[config.mk]
export PLATFORM = sky130hd
export DESIGN_NAME = memory_control_mp_flat
export DESIGN_NICKNAME = d
export VERILOG_FILES = /design/src/rtl/memory_control_mp_if.sv /design/src/rtl/memory_control_mp.sv /design/src/flat_wrapper.sv
export SDC_FILE = /design/constraint.sdc
export NUM_CORES = 1
export LEC_CHECK = 0
export CAP_MARGIN = 25
export CORE_AREA = 2 2 198 200
export CTS_CLUSTER_DIAMETER = 40
export DETAILED_ROUTE_END_ITERATION = 16
export DIE_AREA = 0 0 200 202
export SYNTH_ARGS = -nofsm -noshare
export SYNTH_HDL_FRONTEND = slang
export SYNTH_SLANG_ARGS = --single-unit
[constraint.sdc]
create_clock -name CLK -period 3.18 [get_ports CLK]
set_input_delay 0.318 -clock CLK [delete_from_list [all_inputs] [get_ports CLK]]
set_output_delay 0.318 -clock CLK [all_outputs]
set_load 0.1 [all_outputs]
[src/rtl/memory_control_mp_if.sv]
// memory_control_mp_if: cache/RAM-facing bundle of the multi-core memory controller, plus the RAM state type.
// Latency: none (wires only).
// Backpressure: carried by iwait/dwait/ccwait toward the caches and by ramstate from the RAM.
package cpu_types_pkg;
  typedef enum logic [1:0] {FREE = 2'd0, BUSY = 2'd1, ACCESS = 2'd2, ERROR = 2'd3} ramstate_t;
endpackage

interface memory_control_mp_if #(parameter int CPUS = 2);
  import cpu_types_pkg::*;

  logic [CPUS-1:0]       iREN, dREN, dWEN, cctrans, ccwrite;
  logic [CPUS-1:0][31:0] iaddr, daddr, dstore;
  logic [CPUS-1:0]       iwait, dwait, ccwait, ccinv;
  logic [CPUS-1:0][31:0] iload, dload, ccsnoopaddr;
  ramstate_t             ramstate;
  logic [31:0]           ramload, ramaddr, ramstore;
  logic                  ramREN, ramWEN;

  // controller side
  modport slave (
    input  iREN, iaddr, dREN, dWEN, daddr, dstore, cctrans, ccwrite, ramstate, ramload,
    output iwait, dwait, iload, dload, ccwait, ccinv, ccsnoopaddr, ramaddr, ramstore, ramREN, ramWEN
  );

  // caches + RAM side
  modport master (
    output iREN, iaddr, dREN, dWEN, daddr, dstore, cctrans, ccwrite, ramstate, ramload,
    input  iwait, dwait, iload, dload, ccwait, ccinv, ccsnoopaddr, ramaddr, ramstore, ramREN, ramWEN
  );
endinterface

[src/rtl/memory_control_mp.sv]
// memory_control_mp: one RAM port shared by CPUS cores (I + D each), round-robin arbitration, MSI snoop bus.
// Latency: grant registered in IDLE; RAM access starts next cycle (coherence adds one SNOOP cycle).
// Backpressure: busy states stall until ramstate==ACCESS; FREE/BUSY/ERROR hold, ERROR retries the same word.
module memory_control_mp #(
  parameter int CPUS        = 2,
  parameter int BLOCK_WORDS = 2
) (
  input logic CLK,
  input logic nRST,
  memory_control_mp_if.slave io_mem
);
  import cpu_types_pkg::*;

  localparam int IW = $clog2(CPUS);
  localparam int CW = $clog2(BLOCK_WORDS + 1);
  localparam logic [CW-1:0] LAST = CW'(BLOCK_WORDS - 1);

  typedef enum logic [2:0] {IDLE, INSTR, WB, SNOOP, C2C, RAMRD} state_t;

  state_t          r_state, w_next;
  logic [CW-1:0]   r_cnt;
  logic [IW-1:0]   r_gnt, r_sup, r_dptr, r_iptr;
  logic [IW-1:0]   w_dwin, w_iwin, w_sup, w_didx, w_iidx;
  logic [IW:0]     w_dsum, w_isum;
  logic            w_dfound, w_ifound, w_supfound;
  logic [CPUS-1:0] w_dcand;
  logic            w_access, w_last;

  // a writeback (dWEN without cctrans) and a coherence request are both data candidates
  assign w_dcand  = io_mem.dWEN | io_mem.cctrans;
  assign w_access = (io_mem.ramstate == ACCESS);
  assign w_last   = (r_cnt == LAST);

  // round-robin picks: first candidate strictly after each pointer, wrapping; also the lowest dirty supplier
  always_comb begin
    w_dfound   = 1'b0;
    w_ifound   = 1'b0;
    w_supfound = 1'b0;
    w_dwin     = '0;
    w_iwin     = '0;
    w_sup      = '0;
    w_dsum     = '0;
    w_isum     = '0;
    w_didx     = '0;
    w_iidx     = '0;
    for (int i = 1; i <= CPUS; i++) begin
      w_dsum = {1'b0, r_dptr} + (IW+1)'(i);
      w_isum = {1'b0, r_iptr} + (IW+1)'(i);
      if (w_dsum >= (IW+1)'(CPUS)) w_dsum = w_dsum - (IW+1)'(CPUS);
      if (w_isum >= (IW+1)'(CPUS)) w_isum = w_isum - (IW+1)'(CPUS);
      w_didx = w_dsum[IW-1:0];
      w_iidx = w_isum[IW-1:0];
      if (!w_dfound && w_dcand[w_didx]) begin
        w_dfound = 1'b1;
        w_dwin   = w_didx;
      end
      if (!w_ifound && io_mem.iREN[w_iidx]) begin
        w_ifound = 1'b1;
        w_iwin   = w_iidx;
      end
    end
    for (int k = 0; k < CPUS; k++) begin
      if (!w_supfound && (IW'(k) != r_gnt) && io_mem.ccwrite[k] && io_mem.dWEN[k]) begin
        w_supfound = 1'b1;
        w_sup      = IW'(k);
      end
    end
  end

  // state register plus grant, supplier, word counter and round-robin pointers
  always_ff @(posedge CLK or negedge nRST) begin
    if (!nRST) begin
      r_state <= IDLE;
      r_cnt   <= '0;
      r_gnt   <= '0;
      r_sup   <= '0;
      r_dptr  <= IW'(CPUS - 1);
      r_iptr  <= IW'(CPUS - 1);
    end else begin
      r_state <= w_next;
      case (r_state)
        IDLE: begin
          if (w_dfound) begin
            r_gnt  <= w_dwin;
            r_dptr <= w_dwin;
          end else if (w_ifound) begin
            r_gnt  <= w_iwin;
            r_iptr <= w_iwin;
          end
        end
        SNOOP: r_sup <= w_sup;
        WB, C2C, RAMRD: begin
          if (w_access) r_cnt <= w_last ? '0 : r_cnt + CW'(1);
        end
        default: ;
      endcase
    end
  end

  // next-state: data beats instruction in IDLE; block transfers leave after the last word
  always_comb begin
    w_next = r_state;
    case (r_state)
      IDLE: begin
        if (w_dfound)
          w_next = (io_mem.dWEN[w_dwin] && !io_mem.cctrans[w_dwin]) ? WB : SNOOP;
        else if (w_ifound)
          w_next = INSTR;
      end
      INSTR:          if (w_access) w_next = IDLE;
      WB, C2C, RAMRD: if (w_access && w_last) w_next = IDLE;
      SNOOP: begin
        if (!io_mem.dREN[r_gnt])  w_next = IDLE;
        else if (w_supfound)      w_next = C2C;
        else                      w_next = RAMRD;
      end
      default: w_next = IDLE;
    endcase
  end

  // outputs: everything idle unless the current state drives it for the granted core
  always_comb begin
    io_mem.iwait       = '1;
    io_mem.dwait       = '1;
    io_mem.iload       = '0;
    io_mem.dload       = '0;
    io_mem.ccwait      = '0;
    io_mem.ccinv       = '0;
    io_mem.ccsnoopaddr = '0;
    io_mem.ramaddr     = '0;
    io_mem.ramstore    = '0;
    io_mem.ramREN      = 1'b0;
    io_mem.ramWEN      = 1'b0;
    case (r_state)
      INSTR: begin
        io_mem.ramaddr = io_mem.iaddr[r_gnt];
        io_mem.ramREN  = 1'b1;
        if (w_access) begin
          io_mem.iwait[r_gnt] = 1'b0;
          io_mem.iload[r_gnt] = io_mem.ramload;
        end
      end
      WB: begin
        io_mem.ramaddr  = io_mem.daddr[r_gnt];
        io_mem.ramstore = io_mem.dstore[r_gnt];
        io_mem.ramWEN   = 1'b1;
        if (w_access) io_mem.dwait[r_gnt] = 1'b0;
      end
      SNOOP, C2C: begin
        for (int k = 0; k < CPUS; k++) begin
          if (IW'(k) != r_gnt) begin
            io_mem.ccwait[k]      = 1'b1;
            io_mem.ccsnoopaddr[k] = io_mem.daddr[r_gnt];
            io_mem.ccinv[k]       = io_mem.ccwrite[r_gnt];
          end
        end
        if (r_state == SNOOP) begin
          // upgrade: the requester already holds the data, only the invalidation was needed
          if (!io_mem.dREN[r_gnt]) io_mem.dwait[r_gnt] = 1'b0;
        end else begin
          // supplier's word goes to the requester and to RAM in the same beat
          io_mem.ramaddr      = io_mem.daddr[r_sup];
          io_mem.ramstore     = io_mem.dstore[r_sup];
          io_mem.ramWEN       = 1'b1;
          io_mem.dload[r_gnt] = io_mem.dstore[r_sup];
          if (w_access) begin
            io_mem.dwait[r_gnt] = 1'b0;
            io_mem.dwait[r_sup] = 1'b0;
          end
        end
      end
      RAMRD: begin
        for (int k = 0; k < CPUS; k++) begin
          if (IW'(k) != r_gnt) io_mem.ccwait[k] = 1'b1;
        end
        io_mem.ramaddr      = io_mem.daddr[r_gnt];
        io_mem.ramREN       = 1'b1;
        io_mem.dload[r_gnt] = io_mem.ramload;
        if (w_access) io_mem.dwait[r_gnt] = 1'b0;
      end
      default: ;
    endcase
  end
endmodule

[src/flat_wrapper.sv]
// flat-port wrapper written by rule: the top's interface ports become plain ports
module memory_control_mp_flat import cpu_types_pkg::*;
#(
  parameter int CPUS        = 2,
  parameter int BLOCK_WORDS = 2
)
  (CLK, nRST, io_mem_iREN, io_mem_iaddr, io_mem_dREN, io_mem_dWEN, io_mem_daddr, io_mem_dstore, io_mem_cctrans, io_mem_ccwrite, io_mem_ramstate, io_mem_ramload, io_mem_iwait, io_mem_dwait, io_mem_iload, io_mem_dload, io_mem_ccwait, io_mem_ccinv, io_mem_ccsnoopaddr, io_mem_ramaddr, io_mem_ramstore, io_mem_ramREN, io_mem_ramWEN);
  memory_control_mp_if #(.CPUS(CPUS)) io_mem_i ();
  input logic CLK;
  input logic nRST;
  input wire logic [$bits(io_mem_i.iREN)-1:0] io_mem_iREN;
  input wire logic [$bits(io_mem_i.iaddr)-1:0] io_mem_iaddr;
  input wire logic [$bits(io_mem_i.dREN)-1:0] io_mem_dREN;
  input wire logic [$bits(io_mem_i.dWEN)-1:0] io_mem_dWEN;
  input wire logic [$bits(io_mem_i.daddr)-1:0] io_mem_daddr;
  input wire logic [$bits(io_mem_i.dstore)-1:0] io_mem_dstore;
  input wire logic [$bits(io_mem_i.cctrans)-1:0] io_mem_cctrans;
  input wire logic [$bits(io_mem_i.ccwrite)-1:0] io_mem_ccwrite;
  input wire logic [$bits(io_mem_i.ramstate)-1:0] io_mem_ramstate;
  input wire logic [$bits(io_mem_i.ramload)-1:0] io_mem_ramload;
  output wire logic [$bits(io_mem_i.iwait)-1:0] io_mem_iwait;
  output wire logic [$bits(io_mem_i.dwait)-1:0] io_mem_dwait;
  output wire logic [$bits(io_mem_i.iload)-1:0] io_mem_iload;
  output wire logic [$bits(io_mem_i.dload)-1:0] io_mem_dload;
  output wire logic [$bits(io_mem_i.ccwait)-1:0] io_mem_ccwait;
  output wire logic [$bits(io_mem_i.ccinv)-1:0] io_mem_ccinv;
  output wire logic [$bits(io_mem_i.ccsnoopaddr)-1:0] io_mem_ccsnoopaddr;
  output wire logic [$bits(io_mem_i.ramaddr)-1:0] io_mem_ramaddr;
  output wire logic [$bits(io_mem_i.ramstore)-1:0] io_mem_ramstore;
  output wire logic [$bits(io_mem_i.ramREN)-1:0] io_mem_ramREN;
  output wire logic [$bits(io_mem_i.ramWEN)-1:0] io_mem_ramWEN;
  assign io_mem_i.iREN = io_mem_iREN;
  assign io_mem_i.iaddr = io_mem_iaddr;
  assign io_mem_i.dREN = io_mem_dREN;
  assign io_mem_i.dWEN = io_mem_dWEN;
  assign io_mem_i.daddr = io_mem_daddr;
  assign io_mem_i.dstore = io_mem_dstore;
  assign io_mem_i.cctrans = io_mem_cctrans;
  assign io_mem_i.ccwrite = io_mem_ccwrite;
  assign io_mem_i.ramstate = io_mem_ramstate;
  assign io_mem_i.ramload = io_mem_ramload;
  assign io_mem_iwait = io_mem_i.iwait;
  assign io_mem_dwait = io_mem_i.dwait;
  assign io_mem_iload = io_mem_i.iload;
  assign io_mem_dload = io_mem_i.dload;
  assign io_mem_ccwait = io_mem_i.ccwait;
  assign io_mem_ccinv = io_mem_i.ccinv;
  assign io_mem_ccsnoopaddr = io_mem_i.ccsnoopaddr;
  assign io_mem_ramaddr = io_mem_i.ramaddr;
  assign io_mem_ramstore = io_mem_i.ramstore;
  assign io_mem_ramREN = io_mem_i.ramREN;
  assign io_mem_ramWEN = io_mem_i.ramWEN;
  memory_control_mp #(.CPUS(CPUS), .BLOCK_WORDS(BLOCK_WORDS)) u_core (.CLK(CLK), .nRST(nRST), .io_mem(io_mem_i));
endmodule
==> run_results.csv, run 1 <==
group,metric,value,unit
status,run_status,"completed",
sta,finalCritPeriodShare,88.9,%
clock_tree,postCtsSetupBuffers,0,
drt,ant_nets,0,
yosys,ys_seq_area_share,4.98,%
placement,placement.io_buffers,503,
drt,drcViolationCount,0,
yosys,synth.distinct_cells,41,
setup_path,cp-end-kind,"output port",
pwr,ir_drop,0.000871,V
setup_path,timing.rr.end,"u_core.r_state[0]$_DFFE_PN0P_",
yosys,synth-async-reset-ratio,100,%
global_route,gr-usage-all-layers,15.3,%
setup_path,arrival,2.51,ns
global_route,grt_pass1_wl,46.9,mm
final_layout,fin_nets,1361,
sta,period_needed,2.83,ns
sta,rsz0062_at_grt,"no",
global_route,grt_max_degree,46,
die,die_y,202,µm
die,io_pins,504,
sta,hold_viol,0,
global_route,grt-ovfl-total,0,
sta,setup_viol,0,
clock_tree,cts_htree_levels,1,
setup_path,critPathMaxFanout,32,
yosys,syn_nets,899,
clock_tree,cts_root_buffer,"clkbuf_16",
sta,worstMarginPinSlew,0.763,ns
final_layout,antenna_cells,0,
yosys,synth.largest_area_cell,"mux2i_1",
global_route,antenna_found_initial,2,
yosys,synth_flop_cell,"dfrtp_1",
yosys,ys_warn_count,0,
setup_path,crit_type,"flop to output port",
hold_path,hp-class,"primary input to asynchronous set/reset pin",
clock_tree,cts_tree,"built",
setup_path,r2r_slack,1.09,ns
yosys,ys_top_cells_by_area,"mux2i_1 28%, and2_1 18%, nor2_1 8.4%",
clock_tree,clk_latency,0.23,ns
pwr,p_per_area,974,nW/µm²
clock_tree,clock_path_buffers,2,
sta,clock.fmax,354,MHz
drt,drtPass1Iterations,4,
job,maxCapViolations,0,
drt,viasPerCell,4.25,
final_layout,drive_gt1_share,33.3,%
global_route,grt_pass1_vias,7289,
clock_tree,cts.sinks,9,
clock_tree,postCtsHoldBufs,0,
die,initial_utilization,11.9,%
clock_tree,clkTransAtPathRegs,0.04,ns
sta,skew,0.000147,ns
setup_path,worst-r2r-cell-count,5,
yosys,synth.avg_cell_area,6.92,µm²
die,die_w,200,µm
die,coreArea,38300,µm²
die,fp-row-count,72,
yosys,synth.ff_latch_count,9,
setup_path,required,2.86,ns
yosys,synth_edf_count,0,
drt,via_count,6976,
die,fp.dieArea,40400,µm²
placement,dp_hpwl,27.0,mm
final_layout,syn2layout_area_growth,186,%
drt,drtIter0Drc,175,
sta,timing.hold.ws,0.389,ns
final_layout,stdcell_count,1640,
yosys,syn_inst,661,
placement,place_area,13000,µm²
yosys,synth_top_area_share,28.2,%
setup_path,r2r_start,"u_core.r_gnt$_DFFE_PN0P_",
clock_tree,cts_made_buffers,3,
drt,routed_wl,32.6,mm
sta,slew_viol_final,0,
sta,slew_headroom,49.1,%
drt,wl_per_cell,19.9,µm
placement,post-place-cells,1636,
clock_tree,ctsResizeCount,0,
yosys,netlist_area,4570,µm²
setup_path,start_kind,"flop",
pwr,leakage,4.95,nW
placement,globalplace.congestion,0.812,
final_layout,stdcell_area,13100,µm²
## cell type report
type,count,area (µm²)
fillers,3891,25200
repair buffers,524,7530
multi-input cells,579,4550
well taps,518,648
flip-flops and latches,9,235
clock buffers,4,78.8
inverters,6,22.5
## cell usage after synthesis, drive strengths merged (2+ instances only)
library cell,n
clkbuf,25
dfstp,2
mux2,33
o221ai,32
nor2,102
a21oi,37
or3,2
mux2i,129
nand2b,5
nand2,42
o21ai,5
dfrtp,7
nand3,3
nor2b,4
and2,131
buf,42
or3b,2
o22ai,32
inv,6
o21a,3
## state kept, by name, summed over array words and instances (netlist names)
name / cells
u_core.r_sup: 1
u_core.r_gnt: 1
u_core.r_iptr: 1
u_core.r_state: 3
u_core.r_cnt: 2
u_core.r_dptr: 1
## cells in the final DEF, fill, tap and decap left out, drive strengths merged, types with 2 or more instances in the layout
cell type      Yosys  final
a21oi             37     37
and2             131    131
buf               42    287
clkbuf            25      4
clkdlybuf4s50      0    237
dfrtp              7      7
dfstp              2      2
inv                6      6
mux2              33     33
mux2i            129    129
nand2             42     42
nand2b             5      5
nand3              3      3
nor2             102    102
nor2b              4      4
o21a               3      3
o21ai              5      5
o221ai            32     32
o22ai             32     32
or3                2      2
or3b               2      2
## through the flow
step / util, % / power (mW) / setup WS [ns] / setup TNS, ns
CTS: 34.1 / 12.9 / 0.341 / 0
global placement: 33.9 / 12.6 / 0.626 / 0
finish: 34.1 / 12.7 / 0.352 / 0
floorplan: - / 8.45 / -0.424 / -25.46
detailed placement: 33.9 / 12.6 / 0.587 / 0
global route: 34.1 / 13.1 / 0.278 / 0
## routing by layer
layer	GRT usage (%)	up-vias	wire (µm)
met5	0	-	27
met4	3.12	4	695
met3	3.22	42	2700
met2	29.1	371	17000
met1	17.4	3295	12200
li1	-	3264	-
## logic make-up after synthesis
logic type,share of synthesized area (%)
flip-flops,4.98
AND/OR/NAND/NOR,33.0
XOR/XNOR,0.192
AO/OA/AOI/OAI,17.7
multiplexers,36.4
buffers and inverters,7.77
## critical path, stage by stage (launching register included)
cell and delay [ns]:
dfrtp_1 0.53, or3b_2 0.75, nor2b_4 0.23, buf_12 0.19
o221ai_2 0.29, buf_12 0.21
## report_power, final
part           switching [mW]  internal [mW]  leakage, nW  total (mW)
Clock                  0.0561          0.168       0.0382       0.224
Sequential              0.240          0.175        0.107       0.416
Combinational            8.10           3.98         4.81        12.1
## worst max path at each step
stage / startpoint / endpoint / cells past startpoint
floorplan: u_core.r_state[1]$_DFFE_PN0P_ / io_mem_dload[10] / 7
global placement: u_core.r_state[1]$_DFFE_PN0P_ / io_mem_ramaddr[30] / 5
detailed placement: u_core.r_state[1]$_DFFE_PN0P_ / io_mem_ramaddr[30] / 5
CTS: u_core.r_state[1]$_DFFE_PN0P_ / io_mem_ramaddr[30] / 5
global route: u_core.r_state[1]$_DFFE_PN0P_ / io_mem_ramaddr[30] / 5
finish: u_core.r_state[1]$_DFFE_PN0P_ / io_mem_ramaddr[30] / 5
No activity file was read; power rests on OpenSTA's default activity.
==> run 2, diff against run 1 <==
--- a/config.mk
+++ b/config.mk
@@ -10,6 +10,7 @@
 export CTS_CLUSTER_DIAMETER = 40
 export DETAILED_ROUTE_END_ITERATION = 16
 export DIE_AREA = 0 0 200 202
+export SLEW_MARGIN = 0
 export SYNTH_ARGS = -nofsm -noshare
 export SYNTH_HDL_FRONTEND = slang
 export SYNTH_SLANG_ARGS = --single-unit
==> results of run 2 <==
The final DEF is identical to that of run 1; final timing and power are the same.
==> run 3, diff against run 2 <==
--- a/config.mk
+++ b/config.mk
@@ -10,6 +10,8 @@
 export CTS_CLUSTER_DIAMETER = 40
 export DETAILED_ROUTE_END_ITERATION = 16
 export DIE_AREA = 0 0 200 202
+export GPL_TIMING_DRIVEN = 0
+export SETUP_SLACK_MARGIN = 0.3
 export SLEW_MARGIN = 0
 export SYNTH_ARGS = -nofsm -noshare
 export SYNTH_HDL_FRONTEND = slang
==> run 3 against run 2 <==
Effect of this change:
- global-route usage up 1.4 points
- worst hold slack got worse by 0.0066 ns
- via count up 2.5%
- critical path depth rose by 1
- count of clock-buffer cells in the layout unchanged
- combinational power fell by 7%
- routed wire length up 9.8%
- clock power about the same
- non-clock buffer count rose by 56
- clock skew up 0.00053 ns
- critical path type unchanged
- critical endpoint is now io_mem_ramstore[20]
- largest power group unchanged
- highest routed layer unchanged
==> run_results.csv, run 3 (synthesized netlist as in run 1, its figures left out) <==
group,metric,value,unit
drt,drcViolationCount,0,
die,coreArea,38300,µm²
setup_path,arrival,2.49,ns
sta,tns,0,ns
drt,ant_nets,0,
die,initial_utilization,11.9,%
setup_path,slowest_delay,0.48,ns
sta,rsz0062_at_grt,"no",
clock_tree,cts_made_buffers,3,
sta,setup_viol,0,
pwr,pwr-share-clk,1.9,%
final_layout,stdcell_count,1700,
sta,skew,0.000675,ns
die,io_pins,504,
drt,drtIter0Drc,212,
final_layout,regMostFlops,"u_core.r_state",
global_route,grt_pass1_vias,7647,
sta,worstMarginPinSlew,0.959,ns
pwr,p_per_area,1100,nW/µm²
global_route,antenna_found_initial,6,
setup_path,critPathMaxFanout,10,
pwr,p_comb_share,96.4,%
pwr,switching_power,8.40,mW
sta,slew_viol_final,0,
clock_tree,cts_htree_levels,1,
sta,slew_headroom,35.9,%
sta,clock.fmax,356,MHz
sta,hold_viol,0,
final_layout,largest_register_ffs,3,
placement,post-place-cells,1688,
die,fp.dieArea,40400,µm²
pwr,leakage,4.47,nW
placement,dp_slack,-1.11,ns
sta,finalCritPeriodShare,88.3,%
die,die_w,200,µm
setup_path,cp-end-kind,"output port",
pwr,p_seq_share,1.6,%
setup_path,path_cells,"buf_2 -> or3b_1 -> buf_6 -> clkbuf_2 -> o22ai_2 -> buf_2",
global_route,grt_pass1_wl,49.8,mm
final_layout,syn2layout_area_growth,130,%
final_layout,final_common_cell,"clkdlybuf4s50_1",
clock_tree,clk_latency,0.24,ns
drt,via_count,7151,
clock_tree,postCtsHoldBufs,0,
sta,period_needed,2.81,ns
die,fp-row-count,72,
global_route,gr-usage-all-layers,16.7,%
die,die_y,202,µm
clock_tree,cts.sinks,9,
setup_path,path_buf_inv,4,
clock_tree,clkTransAtPathRegs,0.04,ns
pwr,switching_share,72.4,%
placement,dp_hpwl,30.6,mm
final_layout,reg_top3,"u_core.r_state x3, u_core.r_cnt x2",
sta,timing.hold.ws,0.383,ns
pwr,intPower,3.21,mW
drt,routed_wl,35.8,mm
setup_path,critPathTopFamily,"buffers and inverters",
final_layout,drive_gt1_share,38.2,%
setup_path,cpMostUsedCell,"buf_2",
global_route,grt-ovfl-total,0,
final_layout,num-fill-cells,4290,
sta,setup_slack,0.372,ns
setup_path,cpMaxStageDelayCell,"buf_2",
status,run_status,"completed",
setup_path,crit_type,"flop to output port",
setup_path,required,2.86,ns
pwr,ir_drop,0.000883,V
final_layout,final_cell_mix,"238 x clkdlybuf4s50_1, 131 x and2_1, 129 x mux2i_1, 117 x buf_2, 92 x nor2_1",
clock_tree,cts_root_buffer,"clkbuf_16",
placement,globalplace.congestion,0.886,
drt,wl_per_cell,21.1,µm
clock_tree,cts_tree,"built",
clock_tree,clock_path_buffers,2,
global_route,grt_max_degree,11,
drt,viasPerCell,4.21,
drt,drtPass1Iterations,4,
final_layout,fin_nets,1417,
placement,placement.io_buffers,503,
hold_path,hp-class,"primary input to asynchronous set/reset pin",
setup_path,start_kind,"flop",
job,maxCapViolations,0,
[run 3: changes by cell type in the layout (fill, tap and decap cells not counted), moves of 9 or more]
cell             previous run  this run
buf_12                    240         1
buf_2                       0       117
clkbuf_4                    0        79
clkbuf_2                    0        29
o22ai_1                    32         3
o22ai_2                     0        29
buf_6                       0        18
buf_4                      47        64
clkdlybuf4s15_2             0        17
clkbuf_1                    1        10
[run 3: power groups by stage]
stage                     Combinational [mW]  Sequential (mW)  Clock (mW)
after floorplan                         8.44            0.187           0
after global placement                  11.3            0.191           0
after detailed placement                11.5            0.192           0
after CTS                               11.4            0.190       0.228
after global routing                    11.6            0.196       0.232
final                                   11.2            0.191       0.226
[run 3: cell type report]
cell class,instances,area (µm²),share of cell area (%)
antenna,4,10.0,0.0951
sequential,9,228,2.16
inverter,6,22.5,0.214
buffer,67,397,3.77
timing repair buffer,513,4380,41.7
clock buffer,4,78.8,0.749
tap,518,648,6.16
multi-input combinational,579,4750,45.2
[run 3: routing by layer]
metal  track usage, %  routed length, µm  vias up
li1                 -                  -     3378
met3             2.72               2490       36
met1             19.2              14200     3376
met4             4.63                940        2
met2             31.5              18200      359
met5                0                  9        -
[run 3: repair_timing]
item	in CTS	in global routing
gates resized for setup	1070	396
setup endpoints to repair	265	215
pin swaps	2	0
buffers inserted	5	2
[run 3: through the flow]
| stage | total power [mW] | util [%] | area [µm²] |
|---|---|---|---|
| after floorplan | 8.63 | - | 5300 |
| after global placement | 11.5 | 28.7 | 11000 |
| after detailed placement | 11.7 | 29.0 | 11100 |
| final | 11.6 | 27.5 | 10500 |
| after global routing | 12.1 | 27.5 | 10500 |
| after CTS | 11.8 | 28.8 | 11000 |
[run 3: worst paths after layout]
check / from / endpoint / slack, ns / cells past startpoint
max: u_core.r_state[1]$_DFFE_PN0P_ / io_mem_ramstore[20] / 0.37 / 6
min: nRST / u_core.r_gnt$_DFFE_PN0P_ / 0.38 / 1
max reg2reg: u_core.r_state[1]$_DFFE_PN0P_ / u_core.r_state[0]$_DFFE_PN0P_ / 1.46 / 5
min reg2reg: u_core.r_cnt[0]$_DFFE_PN0P_ / u_core.r_cnt[0]$_DFFE_PN0P_ / 0.48 / 1
max in group asynchronous: nRST / u_core.r_dptr$_DFFE_PN1P_ / 2.48 / 1
min in group CLK: u_core.r_cnt[0]$_DFFE_PN0P_ / u_core.r_cnt[0]$_DFFE_PN0P_ / 0.48 / 1
